### src/rtl/stage_instruction_fetch_pkg.sv
// stage_instruction_fetch_pkg: architectural constants shared by the fetch stage.
// The ARCH_DEFINES guard keeps the macros single-definition when other blocks
// carry the same definitions. Optional feature macro: FETCH_TIMEOUT_EN.
`ifndef ARCH_DEFINES
`define ARCH_DEFINES
`define NUM_STAGES 5
`define IR_TYPE_HI 31
`define IR_TYPE_LO 27
`define IR_RR0_HI  26
`define IR_RR0_LO  22
`define IR_RR1_HI  21
`define IR_RR1_LO  17
`define IR_WR_HI   16
`define IR_WR_LO   12
`define NOP_TYPE   5'd0
`endif

package stage_instruction_fetch_pkg;
  localparam int NUM_STAGES = `NUM_STAGES;
  localparam int STAGE_W    = (NUM_STAGES > 1) ? $clog2(NUM_STAGES) : 1;
  localparam int IR_W       = 32;
  localparam int FIELD_W    = 5;

  localparam int TYPE_HI = `IR_TYPE_HI;
  localparam int TYPE_LO = `IR_TYPE_LO;
  localparam int RR0_HI  = `IR_RR0_HI;
  localparam int RR0_LO  = `IR_RR0_LO;
  localparam int RR1_HI  = `IR_RR1_HI;
  localparam int RR1_LO  = `IR_RR1_LO;
  localparam int WR_HI   = `IR_WR_HI;
  localparam int WR_LO   = `IR_WR_LO;

  localparam logic [FIELD_W-1:0] NOP_TYPE = `NOP_TYPE;
  // A timed-out fetch loads this word: NOP type, every register field 0.
  localparam logic [IR_W-1:0]    NOP_WORD = {NOP_TYPE, {(IR_W-FIELD_W){1'b0}}};

  typedef enum logic [1:0] {
    RESET_WAIT = 2'd0,
    FETCH      = 2'd1,
    EXEC       = 2'd2
  } fetch_state_t;

  typedef struct packed {
    logic [FIELD_W-1:0] itype;
    logic [FIELD_W-1:0] rr0;
    logic [FIELD_W-1:0] rr1;
    logic [FIELD_W-1:0] wr;
  } decode_t;
endpackage

### src/rtl/instr_decode.sv
// instr_decode: pure field extraction from the instruction register, no extension.
module instr_decode
  import stage_instruction_fetch_pkg::*;
(
  input  logic [IR_W-1:0] ir,
  output decode_t         dec
);
  // slice the fixed fields; low bits below write_reg carry no decode
  always_comb begin
    dec       = '0;
    dec.itype = ir[TYPE_HI:TYPE_LO];
    dec.rr0   = ir[RR0_HI:RR0_LO];
    dec.rr1   = ir[RR1_HI:RR1_LO];
    dec.wr    = ir[WR_HI:WR_LO];
  end

  logic unused_ir_low;
  assign unused_ir_low = ^ir[WR_LO-1:0];
endmodule

### src/rtl/reg_async_reset.sv
// reg_async_reset: enabled register, asynchronously cleared by active-high rst.
module reg_async_reset #(
  parameter int WIDTH = 32
) (
  input  logic             clk,
  input  logic             rst,
  input  logic             en,
  input  logic [WIDTH-1:0] d,
  output logic [WIDTH-1:0] q
);
  logic [WIDTH-1:0] q_q, q_d;

  // hold unless enabled
  always_comb begin
    q_d = q_q;
    if (en) q_d = d;
  end

  // storage, cleared on reset
  always_ff @(posedge clk or posedge rst) begin
    if (rst) q_q <= '0;
    else     q_q <= q_d;
  end

  assign q = q_q;
endmodule

### src/rtl/stage_instruction_fetch.sv
// stage_instruction_fetch: fetch over req/ack, latch IR, decode, then step
// current_stage through the multi-cycle pipeline. With FETCH_TIMEOUT_EN a missing
// ack is replaced by a NOP after TIMEOUT_CYCLES and fetch_error is latched.
module stage_instruction_fetch
  import stage_instruction_fetch_pkg::*;
#(
  parameter int TIMEOUT_CYCLES = 255
) (
  input  logic               clk,
  input  logic               rst,
  input  logic [31:0]        pc,
  output logic               imem_req,
  output logic [31:0]        imem_addr,
  input  logic               imem_ack,
  input  logic [31:0]        imem_rdata,
  output logic [4:0]         current_instruction_type,
  output logic [4:0]         read_reg_0,
  output logic [4:0]         read_reg_1,
  output logic [4:0]         write_reg,
  output logic [STAGE_W-1:0] current_stage,
  output logic               instr_valid
`ifdef FETCH_TIMEOUT_EN
  ,
  output logic               fetch_error
`endif
);
  localparam logic [STAGE_W-1:0] LAST_STAGE = STAGE_W'(NUM_STAGES - 1);
  localparam logic [STAGE_W-1:0] STAGE_ONE  = STAGE_W'(1);

  fetch_state_t        state_q, state_d;
  logic [STAGE_W-1:0]  stage_q, stage_d;
  logic                valid_q, valid_d;
  logic                ir_en;
  logic [IR_W-1:0]     ir_d, ir_q;
  decode_t             dec;

`ifdef FETCH_TIMEOUT_EN
  localparam int CNT_W = $clog2(TIMEOUT_CYCLES + 1);
  localparam logic [CNT_W-1:0] CNT_LAST = CNT_W'(TIMEOUT_CYCLES - 1);
  logic [CNT_W-1:0]    cnt_q, cnt_d;
  logic                err_q, err_d;
`else
  localparam int unused_timeout_cycles = TIMEOUT_CYCLES;
`endif

  // next-state, stage counter and IR load control
  always_comb begin
    state_d = state_q;
    stage_d = stage_q;
    valid_d = valid_q;
    ir_en   = 1'b0;
    ir_d    = imem_rdata;
`ifdef FETCH_TIMEOUT_EN
    cnt_d   = '0;
    err_d   = err_q;
`endif
    case (state_q)
      RESET_WAIT: begin
        // any ack seen here belongs to a fetch aborted by reset
        stage_d = '0;
        valid_d = 1'b0;
        state_d = FETCH;
      end
      FETCH: begin
        stage_d = '0;
        if (imem_ack) begin
          ir_en   = 1'b1;
          valid_d = 1'b1;
          stage_d = STAGE_ONE;
          state_d = EXEC;
        end
`ifdef FETCH_TIMEOUT_EN
        else if (cnt_q == CNT_LAST) begin
          // this cycle would make TIMEOUT_CYCLES without ack: run a NOP instead
          ir_en   = 1'b1;
          ir_d    = NOP_WORD;
          valid_d = 1'b1;
          stage_d = STAGE_ONE;
          err_d   = 1'b1;
          state_d = EXEC;
        end else begin
          cnt_d = cnt_q + CNT_W'(1);
        end
`endif
      end
      EXEC: begin
        if (stage_q == LAST_STAGE) begin
          stage_d = '0;
          valid_d = 1'b0;
          state_d = FETCH;
        end else begin
          stage_d = stage_q + STAGE_ONE;
        end
      end
      default: begin
        stage_d = '0;
        valid_d = 1'b0;
        state_d = RESET_WAIT;
      end
    endcase
  end

  // control state; reset aborts any outstanding fetch
  always_ff @(posedge clk or posedge rst) begin
    if (rst) begin
      state_q <= RESET_WAIT;
      stage_q <= '0;
      valid_q <= 1'b0;
    end else begin
      state_q <= state_d;
      stage_q <= stage_d;
      valid_q <= valid_d;
    end
  end

`ifdef FETCH_TIMEOUT_EN
  // ack wait counter and sticky error flag
  always_ff @(posedge clk or posedge rst) begin
    if (rst) begin
      cnt_q <= '0;
      err_q <= 1'b0;
    end else begin
      cnt_q <= cnt_d;
      err_q <= err_d;
    end
  end

  assign fetch_error = err_q;
`endif

  reg_async_reset #(.WIDTH(IR_W)) u_ir (
    .clk (clk),
    .rst (rst),
    .en  (ir_en),
    .d   (ir_d),
    .q   (ir_q)
  );

  instr_decode u_dec (
    .ir  (ir_q),
    .dec (dec)
  );

  // request is a pure state decode; address follows pc directly
  assign imem_req                 = (state_q == FETCH);
  assign imem_addr                = pc;
  assign current_instruction_type = dec.itype;
  assign read_reg_0               = dec.rr0;
  assign read_reg_1               = dec.rr1;
  assign write_reg                = dec.wr;
  assign current_stage            = stage_q;
  assign instr_valid              = valid_q;
endmodule

### config.mk
export PLATFORM = sky130hd
export DESIGN_NAME = stage_instruction_fetch
export DESIGN_NICKNAME = d
export VERILOG_FILES = /design/src/rtl/stage_instruction_fetch_pkg.sv /design/src/rtl/instr_decode.sv /design/src/rtl/reg_async_reset.sv /design/src/rtl/stage_instruction_fetch.sv
export SDC_FILE = /design/constraint.sdc
export NUM_CORES = 1
export LEC_CHECK = 0
export BUFFER_PORTS_ARGS = -buffer_cell sky130_fd_sc_hd__buf_2
export CORE_MARGIN = 4
export CORE_UTILIZATION = 48
export DETAILED_ROUTE_END_ITERATION = 16
export PLACE_DENSITY = 0.95
export SYNTH_ARGS = -nofsm -noshare
export SYNTH_HDL_FRONTEND = slang
export SYNTH_HIERARCHICAL = 1
export SYNTH_SLANG_ARGS = --single-unit
### constraint.sdc
create_clock -name clk -period 3 [get_ports clk]
set_input_delay 0 -clock clk [delete_from_list [all_inputs] [get_ports clk]]
set_output_delay 0 -clock clk [all_outputs]
set_load 0.01 [all_outputs]
Word level (Yosys, flattened, before mapping) --
Cells that the tools add are included.
Cells by class: mux-type cells 11, eq/ne operators 5, add/subtract/negate cells 1, reductions and logical operators 2
Operators with widths (count):
- $pmux 2 s3 | 1
- $pmux 3 s2 | 1
- $mux 1 | 5
- $mux 2 | 2
- $add 3x1->3 const B | 1
- $eq 3x3->1 const B | 1
- $mux 3 | 1
- $eq 2x1->1 const B | 1
- $eq 2x2->1 const B | 1
- $logic_not 2->1 | 1
- $ne 2x1->1 const B | 1
- $ne 2x2->1 const B | 1
- $pmux 1 s2 | 1
- $reduce_and 2->1 | 1
Storage, ports and cells: bits of input ports 67, bits in registers 38

Depth between registers and ports, before layout --
depth in word-level cells 3, depth in mapped cells 6

Modules after synthesis --
Netlist, hierarchy kept.
Modules (own cells, without submodules):
- reg_async_reset | sequential area each 800.8 sq um, area an instance 1348.8 sq um, times used 1, cells each 69
- stage_instruction_fetch | sequential area each 150.1 sq um, area an instance 613.1 sq um, times used 1, cells each 64
- instr_decode | sequential area each 0.0 sq um, area an instance 150.1 sq um, times used 1, cells each 20

Worst setup path after synthesis --
OpenSTA, ideal clock, no wires.
path type register to register, start point reg state_q[1], end point reg u_ir.q_q[0] (netlist: u_ir/q[0]), required time 2875 ps, cell stages (with the launch flop) 7, arrival time 1477 ps, path slack 1398 ps, clock period less this slack 1602 ps, path buffers 2, cell sequence dfrtp_1 inv_1 ha_1 and2_1 buf_6 buf_12 mux2_4
On the way: cells in the longest elaborated chain, start to end 2
Ends and longest elaborated chain:
- from (decl) | RTL line stage_instruction_fetch.sv:30 | fetch_state_t state_q, state_d;
- from (signal assigned) | RTL line stage_instruction_fetch.sv:110 | state_q <= state_d;
- $eq 2x1->1
- via imem_req | RTL line stage_instruction_fetch.sv:12 | output logic imem_req,
- $mux 1 | RTL line stage_instruction_fetch.sv:57 | case (state_q)
- via ir_en | RTL line stage_instruction_fetch.sv:33 | logic ir_en;
- to (signal assigned) | RTL line reg_async_reset.sv:22 | else q_q <= q_d;
- to (decl) | RTL line reg_async_reset.sv:11 | logic [WIDTH-1:0] q_q, q_d;
The timed path passes the listed nets, and every way through them passes these cells. A chain may end at the register's enable or synchronous reset.

Worst setup path in the final report --
start point reg state_q[1], end point reg u_ir.q_q[12] (netlist: u_ir/q[12])
On the way: cells in the longest elaborated chain, start to end 2
Ends and longest elaborated chain (RTL line):
- $eq 2x1->1 | stage_instruction_fetch.sv:57
- $mux 1 | stage_instruction_fetch.sv:57
- via ir_en | stage_instruction_fetch.sv:33
The timed path passes the listed nets, and every way through them passes these cells.

==> out/qor.yml <==
status: "complete, no violations"
core-area_mm2: 0.003128
routedWlPerCell_um: 15.75
postCtsSetupBuffers: 0
die_height_um: 66.01
num_io_pins: 124
clkSinkCount: 26
clk_pin_slew_ps: 130
initial_core_util_pct: 51.64
final_cells: 189
required_ps: 3200
cts.path.max_buffers: 2
placed_instances: 165
layout.cell_area.non_filler_mm2: 0.001704
globalRouteOverflowTotal: 0
vias_per_cell: 4.608
totalNegativeSetupSlack_ps: 0
drt-total-wl_um: 2976
seq_power_share_pct: 40.3
rsz0062_at_grt: "no"
max_slew.worst_pin.slew_ps: 733.6
via_count_of_the_first_global_routing_pass: 937
insertedDiodeCount: 0
switching_share_pct: 33.66
maxSlewViolCount: 0
place.gp.congestion: 0.6961
die_area_mm2: 0.004357
grt_util_all_layers_pct: 13.71
timing.critical_path.arrival_ps: 1980
drt_drc_violations_left: 0
area.growth.synth_to_final_pct: 5.499
maxClockFrequency_mhz: 560.4
grt_pass1_wl_um: 4574
kind_of_end_point_of_the_critical_path: "register"
net_switching_power_mw: 0.5042
die_extent_in_x_um: 66.01
grt_max_degree: 22
static_leakage_nw: 0.8970
antenna_found_initial: 0
layout-drive-gt1-share_pct: 51.72
synth.cell_area_mm2: 0.001615
cell_area_reported_after_detailed_placement_mm2: 0.001471
cts_resizes: 0
floorplan.rows: 20
detailed_router_iteration_count_before_antenna_repair: 2
max_cap_viol_count: 0
worst_clock_skew_ps: 9.212
internal_power_mw: 0.9938
timing.final.hold_violations: 0
post_synth.cell_area_avg_um2: 12.62
clk_latency_ps: 300
crit_path_max_fanout: 21
htree_levels: 1
clk_root_buffer_cell: "sky130_fd_sc_hd__clkbuf_4"
postSynthNetCount: 202
vias: 871
max-slew-margin-rel_pct: 51.04
power_frac_clock_pct: 9.2
final_net_count: 221
finalWorstPathRequiredPeriod_ps: 1784
postRouteAntennaNets: 0
vdd_drop_max_v: 0.0003528
buffer_ports.inserted: 47
final-setup-viol-count: 0
critical_path_class: "register to register"
yosys_warnings: 6
cp-start-kind: "register"
hp-class: "primary input to output port"
tritoncts.num_buffers: 3
power_per_cell_area_mw_per_mm2: 879.0
drt-initial-drc-count: 15
tritoncts: "yes"
hpwl_um: 1929
cts_hold_buffers: 21
pwr-share-comb_pct: 50.6
postSynthCellCount: 128
post-route-period-util_pct: 59.48
## worst paths after layout
| path | startpoint | endpoint | slack [ps] | cells after the start |
|---|---|---|---|---|
| worst min register to register | instr_valid | instr_valid | 510 | 1 |
| worst max-delay path | state_q[1] | u_ir/q[12] | 1220 | 5 |
| worst max register to register | state_q[1] | u_ir/q[12] | 1220 | 5 |
| min in group asynchronous | rst | state_q[0] | 170 | 3 |
| max in group asynchronous | rst | u_ir/q[21] | 2150 | 3 |
| worst min-delay path | pc[24] | imem_addr[24] | 0.004 | 0 |
## cell usage in the layout (no fill, tap or decap)
master and instances:
sky130_fd_sc_hd__mux2_2 1, sky130_fd_sc_hd__ha_1 7, sky130_fd_sc_hd__inv_1 7, sky130_fd_sc_hd__dlygate4sd3_1 21, sky130_fd_sc_hd__xor2_1 1, sky130_fd_sc_hd__buf_4 1
sky130_fd_sc_hd__mux2i_1 1, sky130_fd_sc_hd__buf_2 47, sky130_fd_sc_hd__a21oi_2 1, sky130_fd_sc_hd__o22a_1 1, sky130_fd_sc_hd__a21boi_4 1, sky130_fd_sc_hd__nor2b_1 1
sky130_fd_sc_hd__nor2_1 1, sky130_fd_sc_hd__a21oi_1 1, sky130_fd_sc_hd__mux2_4 20, sky130_fd_sc_hd__and3_2 1, sky130_fd_sc_hd__and3_1 1, sky130_fd_sc_hd__dfrtp_1 26
sky130_fd_sc_hd__clkbuf_4 3, sky130_fd_sc_hd__o21bai_1 1, sky130_fd_sc_hd__and2_1 1
## power by group through the flow
stage | clock network [mW] | registers [mW] | logic, mW
after floorplan | 0 | 0.594 | 0.773
after global placement | 0 | 0.595 | 0.707
after detailed placement | 0 | 0.611 | 0.734
after CTS | 0.146 | 0.603 | 0.763
after global routing | 0.160 | 0.625 | 0.819
final | 0.137 | 0.604 | 0.757
## critical path, stage by stage, from the launching register on
cell	delay [ps]
sky130_fd_sc_hd__dfrtp_1	440
sky130_fd_sc_hd__inv_1	120
sky130_fd_sc_hd__ha_1	230
sky130_fd_sc_hd__and2_1	150
sky130_fd_sc_hd__buf_4	340
sky130_fd_sc_hd__mux2_2	380
## routing by layer
layer	vias to the layer above	track usage (%)	share of wire, %
li1	391	-	-
met1	411	16.06	39
met2	47	23.53	48
met3	22	3.231	11
met4	0	6.345	2.6
met5	-	0	0
## metrics by stage
stage                     power (mW)  hold WS (ps)  util (%)  setup slack [ps]
after floorplan                1.367        -209.0         -              1424
after global placement         1.302        -80.57     47.04              1322
after detailed placement       1.345        -56.97     47.04              1232
after CTS                      1.513       0.06862     54.48              1203
after global routing           1.604       0.01584     54.48              1131
final                          1.498      0.003919     54.48              1216
## final cells by class
class / instances / area, um2
fill: 245 / 1424
sequential: 26 / 650.6
multi-input combinational: 40 / 496.7
timing repair buffer: 69 / 452.9
tap: 44 / 55.05
inverter: 7 / 26.28
clock buffer: 3 / 22.52
## sequential cells by signal, indices dropped and copies added, names as in the netlist
| signal | count |
|---|---|
| instr_valid | 1 |
| u_ir/q | 20 |
| state_q | 2 |
| current_stage | 3 |
Note: power is estimated with default switching activity, not from simulation.
